==> config.mk <==
export PLATFORM = sky130hd
export DESIGN_NAME = rv16_prog_loader
export DESIGN_NICKNAME = d
export VERILOG_FILES = /design/src/rtl/rv16_prog_loader.sv
export SDC_FILE = /design/constraint.sdc
export NUM_CORES = 1
export LEC_CHECK = 0
export ABC_CLOCK_PERIOD_IN_PS = 2100
export BUFFER_PORTS_ARGS = -buffer_cell sky130_fd_sc_hd__buf_2
export CAP_MARGIN = 20
export CORE_UTILIZATION = 40
export CTS_CLUSTER_SIZE = 8
export DETAILED_ROUTE_END_ITERATION = 10
export GPL_TIMING_DRIVEN = 0
export SKIP_CTS_REPAIR_TIMING = 1
export SYNTH_ARGS = -nofsm -noshare
export SYNTH_HDL_FRONTEND = slang
export SYNTH_SLANG_ARGS = --single-unit
==> constraint.sdc <==
create_clock -name clk -period 2.1 [get_ports clk]
set_clock_uncertainty 0.05 [all_clocks]
set_input_delay 0.42 -clock clk [delete_from_list [all_inputs] [get_ports clk]]
set_output_delay 0.42 -clock clk [all_outputs]
set_load 0.02 [all_outputs]
==> src/rtl/rv16_prog_loader.sv <==
// rv16_prog_loader
// Receives a framed byte stream and writes the enclosed program image into the
// rv16r instruction memory, holding the core in reset until the whole image
// has arrived with a matching checksum.
//
// Frame: SYNC, COUNT_HI, COUNT_LO, 2*COUNT data bytes (high byte of each word
// first), CHK = XOR of all data bytes.
//
// Ports
//   clk        rising-edge clock
//   rst        synchronous active-high reset
//   in_valid   byte source has a byte on in_data
//   in_data    byte-stream data
//   in_ready   loader can accept a byte (transfer when in_valid && in_ready)
//   mem_we     one-cycle write strobe per instruction word
//   mem_addr   word address of the write
//   mem_wdata  instruction word being written
//   cpu_rst    holds the core in reset while high
//   done       image loaded and checksum verified
//   err        last frame was rejected
module rv16_prog_loader #(
  parameter int          ADDR_W = 10,
  parameter logic [7:0]  SYNC   = 8'hA5
) (
  input  logic              clk,
  input  logic              rst,
  input  logic              in_valid,
  input  logic [7:0]        in_data,
  output logic              in_ready,
  output logic              mem_we,
  output logic [ADDR_W-1:0] mem_addr,
  output logic [15:0]       mem_wdata,
  output logic              cpu_rst,
  output logic              done,
  output logic              err
);

  typedef enum logic [2:0] {
    S_IDLE, S_LEN_HI, S_LEN_LO, S_DATA_HI, S_DATA_LO, S_CHK, S_DONE, S_ERR
  } state_t;

  state_t            state_q, state_d;
  logic [15:0]       count_q, count_d;
  logic [15:0]       idx_q, idx_d;
  logic [7:0]        chk_q, chk_d;
  logic [7:0]        hi_q, hi_d;
  logic              mem_we_q, mem_we_d;
  logic [ADDR_W-1:0] mem_addr_q, mem_addr_d;
  logic [15:0]       mem_wdata_q, mem_wdata_d;
  logic              in_ready_q, in_ready_d;
  logic              cpu_rst_q, cpu_rst_d;
  logic              done_q, done_d;
  logic              err_q, err_d;

  logic              accept;
  logic [16:0]       count_full;
  logic              count_bad;

  // in_ready comes from a flop, so acceptance never loops back through it.
  assign accept = in_valid && in_ready_q;

  // Full COUNT as it stands once COUNT_LO arrives; one extra bit so the
  // 2**ADDR_W limit can be compared without wrapping.
  assign count_full = {1'b0, count_q[15:8], in_data};
  assign count_bad  = (count_full == 17'd0) || (count_full > (17'd1 << ADDR_W));

  always_comb begin
    state_d     = state_q;
    count_d     = count_q;
    idx_d       = idx_q;
    chk_d       = chk_q;
    hi_d        = hi_q;
    mem_we_d    = 1'b0;
    mem_addr_d  = mem_addr_q;
    mem_wdata_d = mem_wdata_q;

    if (accept) begin
      case (state_q)
        S_IDLE, S_ERR: begin
          if (in_data == SYNC) state_d = S_LEN_HI;
        end
        S_LEN_HI: begin
          count_d[15:8] = in_data;
          state_d       = S_LEN_LO;
        end
        S_LEN_LO: begin
          count_d = count_full[15:0];
          idx_d   = 16'd0;
          chk_d   = 8'd0;
          state_d = count_bad ? S_ERR : S_DATA_HI;
        end
        S_DATA_HI: begin
          hi_d    = in_data;
          chk_d   = chk_q ^ in_data;
          state_d = S_DATA_LO;
        end
        S_DATA_LO: begin
          // The write is registered, so it appears the cycle after the low byte.
          mem_we_d    = 1'b1;
          mem_addr_d  = idx_q[ADDR_W-1:0];
          mem_wdata_d = {hi_q, in_data};
          chk_d       = chk_q ^ in_data;
          idx_d       = idx_q + 16'd1;
          state_d     = (idx_q == count_q - 16'd1) ? S_CHK : S_DATA_HI;
        end
        S_CHK: begin
          state_d = (in_data == chk_q) ? S_DONE : S_ERR;
        end
        default: state_d = state_q;
      endcase
    end

    // Status outputs follow the next state so they change together with it.
    in_ready_d = (state_d != S_DONE);
    cpu_rst_d  = (state_d != S_DONE);
    done_d     = (state_d == S_DONE);
    err_d      = (state_d == S_ERR);
  end

  always_ff @(posedge clk) begin
    if (rst) begin
      state_q     <= S_IDLE;
      count_q     <= 16'd0;
      idx_q       <= 16'd0;
      chk_q       <= 8'd0;
      hi_q        <= 8'd0;
      mem_we_q    <= 1'b0;
      mem_addr_q  <= '0;
      mem_wdata_q <= 16'd0;
      in_ready_q  <= 1'b1;
      cpu_rst_q   <= 1'b1;
      done_q      <= 1'b0;
      err_q       <= 1'b0;
    end else begin
      state_q     <= state_d;
      count_q     <= count_d;
      idx_q       <= idx_d;
      chk_q       <= chk_d;
      hi_q        <= hi_d;
      mem_we_q    <= mem_we_d;
      mem_addr_q  <= mem_addr_d;
      mem_wdata_q <= mem_wdata_d;
      in_ready_q  <= in_ready_d;
      cpu_rst_q   <= cpu_rst_d;
      done_q      <= done_d;
      err_q       <= err_d;
    end
  end

  assign in_ready  = in_ready_q;
  assign mem_we    = mem_we_q;
  assign mem_addr  = mem_addr_q;
  assign mem_wdata = mem_wdata_q;
  assign cpu_rst   = cpu_rst_q;
  assign done      = done_q;
  assign err       = err_q;

endmodule

==> out/metrics.cfg, run 1 <==
[clock_network]
clkSinkCount = 81
clkLatencyLatePin_ns = 0.36
clockRootBuffer = clkbuf_8
cts_tree = yes
clock_path_buffers = 2
numCtsBuffers = 9
path_clk_slew_ns = 0.09
h-tree-depth = 3

[detailed_routing]
vias = 3567
viasPerCell = 5.39
firstDrtPassIters = 4
wl_um = 10300
wl_per_cell_um = 15.6
first_iter_violations = 131
drc = 0
ant_nets = 0

[setup_path]
endpoint_kind = flop
r2r_start = count_q[8]
critPathKind = reg2reg
r2r-end = state_q[1]
startpoint_type = flop
crit_arrival_ns = 2.42
crit_fanout = 4
critPathRequiredTime_ns = 2.28
reg2reg_slack_ns = -0.14
reg2regPathDepth = 7

[synthesis]
synth.net_count = 493
syn_area_per_cell_um2 = 8.21
yosysUniqueCellTypes = 53
yosysWarnings = 0
yosysSeqAreaShare_pct = 41.2
synth_seq_cells = 81
netlist_area_um2 = 3940
synth_edf_count = 0
synthCells = 480
dominantRegCellSynth = dfxtp_1
synth-async-reset-ratio_pct = 0

[final_layout]
num_antenna_cells = 0
multi_input_area_um2 = 2260
nets = 541
stdcell_area_um2 = 4680
layout-drive-gt1-share_pct = 21.4
register_area_um2 = 1640
fin_cells = 662
nFillCells = 899
syn2layout_area_growth_pct = 18.8
final_common_cell = dfxtp_1
most-common-layout-cells = dfxtp_1, nand2_1, nor2_1, a21oi_1, buf_2

[sta]
max_freq_ghz = 0.446
tightest_slew_ns = 0.862
setup_viol = 2
finalCritPeriodShare_pct = 107
hold_viol = 0
slew_violations = 0
setup_slack_ns = -0.140
whs_ns = 0.281
rsz0062_at_grt = yes
period_minus_slack_ns = 2.24
worst_slew_margin_rel_pct = 42.2

[floorplan]
dieHeight_um = 101
fp.dieW_um = 101
rows = 35
core-area_um2 = 9370
initial_utilization_pct = 42.0
ios = 42
die_area_um2 = 10300

[min_path]
hold_class = in2reg
whs_path_depth = 3
hp-start = in_data[0]
min_to = mem_wdata[0]

[global_route]
antenna_found_initial = 0
grt_overflow = 0
grt_pass1_wl_um = 16400
grt_start_max_net_pins = 16
grt_pass1_vias = 3335
grt_usage_pct = 20.9

[power]
ir_drop_v = 0.000324
p_leak_nw = 1.75
p_per_area_nw_per_um2 = 664
power.total_mw = 3.11

[placed_design]
io_buffers = 38
gp_congestion = 0.836
place_inst = 647
dpl.hpwl_um = 7240
place_area_um2 = 4310

[job]
drv_cap = 0

[status]
violations = setup timing
status = finished with violations

-- cell families (layout without fill, tap and decap cells) --
kind of cell,Yosys count,in the layout,synth area share (%)
xor+xnor,32,32,7.11
mux,27,27,6.86
buf+inv,43,96,4.73
compound gates,85,85,13.1
flops,81,81,41.2
simple gates,210,210,26.4
fa+ha+maj,2,2,0.635
-- power by group --
part           internal (mW)  switching, mW  leakage [nW]
Combinational          0.139          0.218         0.998
Clock                  0.561          0.623        0.0977
Sequential              1.55         0.0197         0.656
Total                   2.25          0.860          1.75
-- final cells by class --
class	instances	share of cell area (%)
Multi-Input combinational cell	356	48.3
Timing Repair Buffer	46	5.34
Sequential cell	81	34.9
Clock buffer	9	2.65
Clock inverter	7	1.68
Buffer	22	2.65
Inverter	12	0.962
Tap cell	129	3.45
-- sequential cells by signal, summed over array words and instances, names as in the netlist --
| signal | cells |
|---|---|
| count_q | 16 |
| idx_q | 16 |
| mem_wdata | 16 |
| mem_addr | 10 |
| chk_q | 8 |
| hi_q | 8 |
| state_q | 3 |
| cpu_rst | 1 |
| done | 1 |
| err | 1 |
| mem_we | 1 |
-- critical path, stage by stage (launching register included) --
cell,delay (ns)
dfxtp_4,0.36
or4_4,0.56
nor4_4,0.27
buf_4,0.18
mux2i_1,0.22
nor2_2,0.09
a2111oi_2,0.25
a21oi_1,0.14
-- cell usage after synthesis (all sizes together), types with 5 or more instances --
cell type	n	area share (%)
xor2	15	3.3
nand2	72	6.9
and2	5	0.83
or4	8	1.8
dfxtp	81	41
xnor2	17	3.8
a21oi	45	5.7
nor2	60	5.7
nor4	6	1.7
mux2i	27	6.9
nor3	12	1.8
nand3	11	1.4
nand4	10	1.6
clkbuf	19	1.8
buf	12	1.8
inv	12	1.1
o21ai	16	2.0
-- stage by stage --
step	setup WS (ns)	utilization [%]	TNS (ns)
4_1_cts	-0.384	48.1	-12.71
2_1_floorplan	0.00872	-	0
6_report	-0.140	50.0	-0.243
3_5_place_dp	-0.558	46.0	-20.72
3_3_place_gp	-0.560	46.0	-20.48
5_1_grt	-0.214	50.0	-0.761
-- layer usage --
layer	wire, um	global-route usage [%]	vias up
li1	-	-	1748
met1	4690	26.3	1711
met2	4950	35.6	94
met3	559	3.93	14
met4	136	7.58	0
met5	0	0	-
-- worst max path at each step --
stage / start / endpoint / slack (ns) / depth (start not counted)
2_1_floorplan: in_data[0] / done / 0.009 / 7
3_3_place_gp: in_valid / mem_addr[6] / -0.56 / 7
3_5_place_dp: in_valid / mem_wdata[11] / -0.56 / 7
4_1_cts: cpu_rst / mem_addr[9] / -0.38 / 6
5_1_grt: count_q[8] / state_q[1] / -0.21 / 7
6_report: count_q[8] / state_q[1] / -0.14 / 7
Power figures use the tool's default switching activity.
==> run 2: changes to the inputs <==
CELL_PAD_IN_SITES_DETAIL_PLACEMENT = 1   (was default)
CELL_PAD_IN_SITES_GLOBAL_PLACEMENT = 1   (was default)
PLACE_DENSITY_LB_ADDON = 0.1   (was default)
==> run 2 against run 1 <==
The run still ends with setup timing left. Worst setup slack lost 0.0045 ns. Final cell count is 0.91% higher. Flip-flop and latch count unchanged. Maximum frequency is 0.20% lower. Total power up 2.2%. Non-clock buffer count up 6. Critical path type unchanged. Critical endpoint unchanged. Largest cell class unchanged. Largest power group unchanged.
==> out/metrics.cfg, run 2 (synthesis results as in run 1) <==
[status]
status = finished with violations
violations = setup timing

[final_layout]
nets = 547
num_antenna_cells = 0
layout-drive-gt1-share_pct = 22.1
syn2layout_area_growth_pct = 20.2
stdcell_area_um2 = 4730
register_area_um2 = 1640
most-common-layout-cells = dfxtp_1, nand2_1, nor2_1, a21oi_1, buf_2
final_util_pct = 50.5
nFillCells = 1175
multi_input_area_um2 = 2260
final_common_cell = dfxtp_1

[clock_network]
h-tree-depth = 3
clock_path_buffers = 2
path_clk_slew_ns = 0.09
numCtsBuffers = 9
clkSinkCount = 81
cts_tree = yes
clkLatencyLatePin_ns = 0.35
clockRootBuffer = clkbuf_8

[min_path]
hold_class = in2reg

[sta]
hold_viol = 0
period_minus_slack_ns = 2.24
slew_violations = 0
tightest_slew_ns = 0.866
worst_slew_margin_rel_pct = 42.0
max_freq_ghz = 0.445
setup_slack_ns = -0.145
finalCritPeriodShare_pct = 107
setup_viol = 4
rsz0062_at_grt = yes

[placed_design]
gp_congestion = 0.806
place_area_um2 = 4310
place_ws_ns = -0.688
dpl.hpwl_um = 8010
io_buffers = 38

[setup_path]
cpPeakStageDelay_ns = 0.58
endpoint_kind = flop
critPathRequiredTime_ns = 2.28
startpoint_type = flop
critPathKind = reg2reg
cp_cell_sequence = or4_4, nor4_4, buf_4, mux2i_2, nor2_2, a2111oi_2, a21oi_1
crit_fanout = 6
crit_arrival_ns = 2.42
cp_slowest_cell = or4_4

[detailed_routing]
viasPerCell = 5.35
ant_nets = 0
vias = 3575
wl_met3_um = 410
top_layer = met4
met1_length_um = 5160
firstDrtPassIters = 4
wl_per_cell_um = 17.3
route.met2.wl_um = 5790
drc = 0
first_iter_violations = 119
wl_um = 11500

[power]
p_leak_nw = 1.77
p_per_area_nw_per_um2 = 671
ir_drop_v = 0.000316

[global_route]
grt_start_max_net_pins = 16
grt_usage_pct = 23.4
antenna_found_initial = 0
grt_pass1_vias = 3581
grt_pass1_wl_um = 18300
grt_overflow = 0

[floorplan]
dieHeight_um = 101
initial_utilization_pct = 42.0
ios = 42
die_area_um2 = 10300
core-area_um2 = 9370
rows = 35
fp.dieW_um = 101

[job]
drv_cap = 0

[run 2: through the flow]
stage	cells	hold WS (ns)	power (mW)	setup TNS, ns
global route	668	0.300	3.32	-0.579
finish	668	0.300	3.18	-0.286
CTS	663	0.282	3.14	-18.34
detailed placement	647	0.395	1.91	-25.45
global placement	647	0.393	1.90	-22.30
floorplan	480	0.381	1.82	0
[run 2: per-layer routing]
layer | up-vias | GRT usage (%)
met5 | - | 0
met4 | 0 | 7.47
met3 | 15 | 4.07
met2 | 52 | 40.3
met1 | 1747 | 29.7
li1 | 1761 | -
[run 2: final timing paths]
| kind | slack [ns] | startpoint | to | cells after the start |
|---|---|---|---|---|
| setup / recovery | -0.14 | count_q[9] | state_q[1] | 7 |
| hold / removal | 0.30 | in_data[4] | mem_wdata[4] | 3 |
| setup reg to reg | -0.14 | count_q[9] | state_q[1] | 7 |
| hold reg to reg | 0.41 | mem_addr[6] | mem_addr[6] | 2 |
[run 2: area by class of cell]
cell class | count | share of cell area [%]
Tap cell | 129 | 3.41
Buffer | 24 | 2.88
Sequential cell | 81 | 34.6
Multi-Input combinational cell | 356 | 47.8
Clock inverter | 6 | 1.59
Clock buffer | 10 | 2.91
Timing Repair Buffer | 50 | 5.92
Inverter | 12 | 0.951
[run 2: worst max-delay path: cells and delay by family, from the launching register on]
kind	cells	cell delay [ns]
AO/OA/AOI/OAI	2	0.36
buffers and inverters	1	0.19
flip-flops	1	0.38
multiplexers	1	0.24
AND/OR/NAND/NOR	3	0.93
[run 2: where the power goes]
part           switching (mW)  leakage [nW]  internal (mW)  total, mW
Clock                   0.632         0.105          0.599       1.23
Sequential             0.0177         0.656           1.54       1.56
Combinational           0.232          1.01          0.151      0.383
